===== src/rtl/dc_fu_line_scheduler.sv =====
// ============================================================================
// Module      : dc_fu_line_scheduler
// Description : Per-line fetch scheduler for the display controller fetch unit.
//               Requests one line at a time once the pixel FIFO has room for it.
// Revision    : 1.0 - initial release
// ============================================================================
`default_nettype none

module dc_fu_line_scheduler #(
    parameter int AXI_ARADDR_WIDTH      = 32,
    parameter int PIXELS_PER_LINE_WIDTH = 8,
    parameter int LINE_NUMBER_WIDTH     = 8,
    parameter int FIFO_LEVEL_WIDTH      = 10,
    parameter int FIFO_DEPTH            = 512
) (
    input  logic                             clk,
    input  logic                             nrst,
    input  logic                             en,
    input  logic                             frame_start,
    input  logic [AXI_ARADDR_WIDTH-1:0]      cfg_frame_addr,
    input  logic [PIXELS_PER_LINE_WIDTH-1:0] cfg_pixels_per_line,
    input  logic [LINE_NUMBER_WIDTH-1:0]     cfg_lines_per_frame,
    input  logic [FIFO_LEVEL_WIDTH-1:0]      fifo_level,
    input  logic                             pixel_fifo_en,
    output logic [AXI_ARADDR_WIDTH-1:0]      frame_addr,
    output logic [PIXELS_PER_LINE_WIDTH-1:0] pixels_per_line,
    output logic [LINE_NUMBER_WIDTH-1:0]     line_number,
    output logic                             line_data_valid,
    input  logic                             line_data_ready,
    output logic                             busy,
    output logic                             frame_done,
    output logic                             cfg_error,
    output logic                             frame_overrun
);

    localparam int c_lvl_w = FIFO_LEVEL_WIDTH + 1;
    localparam int c_cnt_w = PIXELS_PER_LINE_WIDTH + 1;
    localparam logic [c_lvl_w-1:0] c_fifo_depth = c_lvl_w'(FIFO_DEPTH);

    localparam logic [2:0] c_st_idle       = 3'd0;
    localparam logic [2:0] c_st_wait_space = 3'd1;
    localparam logic [2:0] c_st_req        = 3'd2;
    localparam logic [2:0] c_st_fetch      = 3'd3;
    localparam logic [2:0] c_st_done       = 3'd4;

    logic [2:0]                       r_state;
    logic [AXI_ARADDR_WIDTH-1:0]      r_frame_addr;
    logic [PIXELS_PER_LINE_WIDTH-1:0] r_ppl;
    logic [LINE_NUMBER_WIDTH-1:0]     r_lpf;
    logic [LINE_NUMBER_WIDTH-1:0]     r_line;
    logic [PIXELS_PER_LINE_WIDTH-1:0] r_pix_cnt;
    logic                             r_valid;
    logic                             r_busy;
    logic                             r_done;
    logic                             r_err;
    logic                             r_ovr;

    logic [c_lvl_w-1:0] w_level_ext;
    logic [c_lvl_w-1:0] w_space;
    logic [c_lvl_w-1:0] w_ppl_ext;
    logic               w_space_ok;
    logic [c_cnt_w-1:0] w_pix_next;
    logic               w_line_end;
    logic               w_last_line;
    logic               w_cfg_ok;

    // A level above the depth would wrap the subtraction, so it never counts as room.
    assign w_level_ext = {1'b0, fifo_level};
    assign w_space     = c_fifo_depth - w_level_ext;
    assign w_ppl_ext   = c_lvl_w'(r_ppl);
    assign w_space_ok  = (w_level_ext <= c_fifo_depth) && (w_space >= w_ppl_ext);

    assign w_pix_next  = {1'b0, r_pix_cnt} + c_cnt_w'(1);
    assign w_line_end  = (w_pix_next == {1'b0, r_ppl});
    assign w_last_line = (r_line == (r_lpf - LINE_NUMBER_WIDTH'(1)));
    assign w_cfg_ok    = (cfg_pixels_per_line != '0) && (cfg_lines_per_frame != '0);

    always_ff @(posedge clk) begin
        if (!nrst) begin
            r_state      <= c_st_idle;
            r_frame_addr <= '0;
            r_ppl        <= '0;
            r_lpf        <= '0;
            r_line       <= '0;
            r_pix_cnt    <= '0;
            r_valid      <= 1'b0;
            r_busy       <= 1'b0;
            r_done       <= 1'b0;
            r_err        <= 1'b0;
            r_ovr        <= 1'b0;
        end else if (!en) begin
            // Everything freezes; only the single-cycle pulses are withdrawn.
            r_done <= 1'b0;
            r_err  <= 1'b0;
        end else begin
            r_done <= 1'b0;
            r_err  <= 1'b0;

            if (frame_start && (r_state != c_st_idle)) begin
                r_ovr <= 1'b1;
            end

            case (r_state)
                c_st_idle: begin
                    if (frame_start) begin
                        if (w_cfg_ok) begin
                            r_frame_addr <= cfg_frame_addr;
                            r_ppl        <= cfg_pixels_per_line;
                            r_lpf        <= cfg_lines_per_frame;
                            r_line       <= '0;
                            r_pix_cnt    <= '0;
                            r_busy       <= 1'b1;
                            r_state      <= c_st_wait_space;
                        end else begin
                            r_err <= 1'b1;
                        end
                    end
                end

                c_st_wait_space: begin
                    if (w_space_ok) begin
                        r_valid <= 1'b1;
                        r_state <= c_st_req;
                    end
                end

                c_st_req: begin
                    if (line_data_ready) begin
                        r_valid   <= 1'b0;
                        r_pix_cnt <= '0;
                        r_state   <= c_st_fetch;
                    end
                end

                c_st_fetch: begin
                    if (pixel_fifo_en) begin
                        if (w_line_end) begin
                            r_pix_cnt <= '0;
                            if (w_last_line) begin
                                r_done  <= 1'b1;
                                r_state <= c_st_done;
                            end else begin
                                r_line  <= r_line + LINE_NUMBER_WIDTH'(1);
                                r_state <= c_st_wait_space;
                            end
                        end else begin
                            r_pix_cnt <= w_pix_next[PIXELS_PER_LINE_WIDTH-1:0];
                        end
                    end
                end

                c_st_done: begin
                    r_busy  <= 1'b0;
                    r_state <= c_st_idle;
                end

                default: begin
                    r_valid <= 1'b0;
                    r_busy  <= 1'b0;
                    r_state <= c_st_idle;
                end
            endcase
        end
    end

    assign frame_addr      = r_frame_addr;
    assign pixels_per_line = r_ppl;
    assign line_number     = r_line;
    assign line_data_valid = r_valid;
    assign busy            = r_busy;
    assign frame_done      = r_done;
    assign cfg_error       = r_err;
    assign frame_overrun   = r_ovr;

endmodule

`default_nettype wire


===== config.mk =====
export PLATFORM = sky130hd
export DESIGN_NAME = dc_fu_line_scheduler
export DESIGN_NICKNAME = d
export VERILOG_FILES = /design/src/rtl/dc_fu_line_scheduler.sv
export SDC_FILE = /design/constraint.sdc
export NUM_CORES = 1
export LEC_CHECK = 0
export BUFFER_PORTS_ARGS = -buffer_cell sky130_fd_sc_hd__buf_2
export CORE_ASPECT_RATIO = 1.4
export CORE_MARGIN = 1.5
export CORE_UTILIZATION = 50
export CTS_BUF_LIST = sky130_fd_sc_hd__clkbuf_4
export CTS_CLUSTER_SIZE = 16
export DETAILED_ROUTE_END_ITERATION = 6
export HOLD_SLACK_MARGIN = 0.1
export PLACE_DENSITY = 0.78
export SLEW_MARGIN = 20
export SYNTH_ARGS = -nofsm -noshare
export SYNTH_HDL_FRONTEND = slang
export SYNTH_SLANG_ARGS = --single-unit

===== constraint.sdc =====
create_clock -name clk -period 5.65 [get_ports clk]
set_clock_uncertainty 0.15 [all_clocks]
set_input_delay 1.13 -clock clk [delete_from_list [all_inputs] [get_ports clk]]
set_output_delay 1.13 -clock clk [all_outputs]
set_load 0.02 [all_outputs]

==> flow_summary.ini <==
[timing]
period_needed_ns = 3.69
final_max_slew_viol_count = 0
rsz0062_at_grt = false
setup-tns-final_ns = 0
setup_viol = 0
maxSlewHeadroom_pct = 38.9
fin_crit_sh_pct = 65.3
max_slew.worst_pin.slew_ns = 0.914
hold_viol_final = 0
max_freq_ghz = 0.271

[yosys]
syn_inst = 503
synthArstFlopShare_pct = 0
synth_ff_type = dfxtp_1
syn_area_mm2 = 0.00388
synth_edf_count = 0
synth_nets = 579
synth_warnings = 0
synth-seq-area-share_pct = 37.2
synth_area_per_cell_um2 = 7.71
synth_seq_cells = 72
synth.distinct_cells = 64

[global_routing]
grt_remaining_overflow = 0
track_usage_pct = 23.6
grt_start_max_net_pins = 60
first_global_vias = 3585
antenna_found_initial = 0
grt_pass1_wl_um = 15800

[clock_tree]
cts_setup_buffers = 0
cts_tree = built
clkTransAtPathRegs_ns = 0.11
cts.sinks = 72
cts_buffer_depth = 2
root_buffer = clkbuf_4
ctsResizeCount = 0
postCtsHoldBufs = 0
htree_levels = 3
clock_latency_ns = 0.43
numCtsBuffers = 9

[min_path]
hold_end = frame_addr[29]
hold_class = flop to flop
min_from = frame_addr[29]
min_path_cells = 2

[power_and_ir_drop]
p_leak_nw = 1.99
combPwrFrac_pct = 21.1
power_switching_uw = 331
pwr-share-seq_pct = 53.1
switching_share_pct = 31.9
p_int_uw = 706
peakVddDrop_uv = 183
powerDensity_mw_per_mm2 = 226
clockPowerShare_pct = 25.8

[setup_path]
critical_path_class = input port to flop
critPathLaunchType = input port
cp-end-kind = flop
cp_max_fo = 5
reg2reg_from = r_pix_cnt[0]
r2r-end = line_number[6]
worstPathArrival_ns = 3.91
r2r_cells = 7
worstPathRequired_ns = 5.87
ff2ff_setup_slack_ns = 3.02

[die]
die_w_um = 77.4
num_rows = 37
start_util_pct = 52.0
fp.dieArea_mm2 = 0.00830
num_io_pins = 117
core-area_mm2 = 0.00745
die_y_um = 107

[placement]
io_buffers = 116
place_congestion = 0.919
place_hpwl_um = 7080
dp.cells = 694

[flow_run]
drv_cap = 0

[final_layout]
multiInputGateArea_mm2 = 0.00227
fillCellCount = 675
nets = 684
area_delta_synth_final_pct = 18.7
seq_area_mm2 = 0.00144
instances_no_fill = 709
antenna_cells = 0
layout-drive-gt1-share_pct = 24.2

[drt]
first_pass_iters = 5
drc = 0
wl_per_cell_um = 13.6
viasPerCell = 5.53
first_iter_violations = 313
routed_wl_um = 9670
drtAntennaViolNets = 0
num_vias = 3922

[outcome]
status = finished, final reports clean
[per-layer routing]
metal | vias up | wire, um | global-route usage, %
met5 | - | 0 | 0
met1 | 1795 | 4110 | 28.3
met3 | 24 | 688 | 6.04
li1 | 1950 | - | -
met2 | 153 | 4630 | 39.0
met4 | 0 | 237 | 11.8
[how the worst max path moves through the flow]
stage	from	to	slack (ns)	cells after the start
after floorplan	fifo_level[0]	r_state[0]	1.91	13
after global placement	fifo_level[0]	r_state[0]	1.68	14
after detailed placement	fifo_level[0]	r_state[0]	1.54	14
after CTS	fifo_level[0]	r_state[0]	1.99	14
after global routing	fifo_level[0]	r_state[0]	1.75	14
final	fifo_level[0]	r_state[0]	1.96	14
[synth_stat cells, types with 4 or more instances]
master,n,area [um2]
a21o_1,9,67.6
a21oi_1,62,310
nor3_1,4,20.0
nand2b_1,6,37.5
and3_1,5,31.3
nand4b_1,9,78.8
nand3_1,11,55.1
nand2_1,123,462
nand3b_1,5,37.5
a31oi_1,5,31.3
dfxtp_1,72,1440
or3_1,5,31.3
o21ai_0,16,80.1
inv_1,17,63.8
nor2_1,24,90.1
xnor2_1,18,158
clkbuf_1,18,67.6
nor4_1,10,62.6
o21a_1,4,30.0
nand4_1,4,25.0
xor2_1,9,78.8
nor2b_1,6,37.5
ha_1,12,150
[kinds of logic after synthesis]
family / after synthesis / synth area share, %
adders and majority gates: 12 / 3.87
buffers and inverters: 43 / 4.48
and+or+nand+nor: 227 / 28.3
xor gates and xnor gates: 27 / 6.10
muxes: 1 / 0.290
AOI/OAI and AO/OA: 121 / 19.8
DFF: 72 / 37.2
[flip-flops by register name, indices dropped and copies added, names as in the netlist]
name	cells
frame_addr	32
line_data_valid	1
line_number	8
r_lpf	8
r_state	3
busy	1
cfg_error	1
r_pix_cnt	8
frame_overrun	1
frame_done	1
pixels_per_line	8
[placed cells by master (no fill, tap or decap), drive strengths merged, types with 3 or more instances in the layout]
cell	instances
nor2	25
nand2	123
nand3	11
clkinv	6
or3	5
ha	12
o21ai	18
nand2b	6
a21oi	62
a31oi	6
and3	5
dfxtp	72
nor2b	6
xor2	9
nand4	4
buf	119
a21boi	3
nand3b	5
o21a	4
nor3	4
nor4	11
a21o	10
inv	17
or2	4
xnor2	18
clkbuf	10
nand4b	9
[power by group through the flow]
stage	Clock, mW	Sequential (mW)	Combinational (mW)
after floorplan	0	0.581	0.125
after global placement	0	0.561	0.213
after detailed placement	0	0.563	0.218
after CTS	0.274	0.551	0.218
after global routing	0.300	0.555	0.243
final	0.267	0.551	0.219
[layout make-up]
type	instances	share of cell area, %
flip-flops and latches	72	31.3
inverters	18	1.47
clock buffers	10	1.63
well taps	97	2.64
clock inverters	5	0.544
multi-input cells	388	49.3
repair buffers	119	13.1
[worst max-delay path, cell delays in order]
cell and delay, ns:
buf_2 0.11, inv_1 0.09, ha_1 0.21, or4b_4 0.50, nor2_1 0.14, xnor2_1 0.09
ha_1 0.31, nand4_1 0.13, o211ai_1 0.22, nor4_1 0.06, a2bb2o_1 0.32, a21boi_4 0.21
nor4b_2 0.24, o21a_1 0.15
[per-stage QoR]
step | setup WS (ns) | cell area, um2 | utilization, % | power [mW] | hold WS [ns]
4_1_cts | 1.99 | 4600 | 61.7 | 1.04 | 0.309
2_1_floorplan | 1.91 | 3880 | - | 0.706 | 0.298
5_1_grt | 1.75 | 4600 | 61.7 | 1.10 | 0.340
3_5_place_dp | 1.54 | 4500 | 60.4 | 0.780 | 0.293
3_3_place_gp | 1.68 | 4500 | 60.4 | 0.774 | 0.289
6_report | 1.96 | 4600 | 61.7 | 1.04 | 0.307
(Power assumes the default switching activity.)
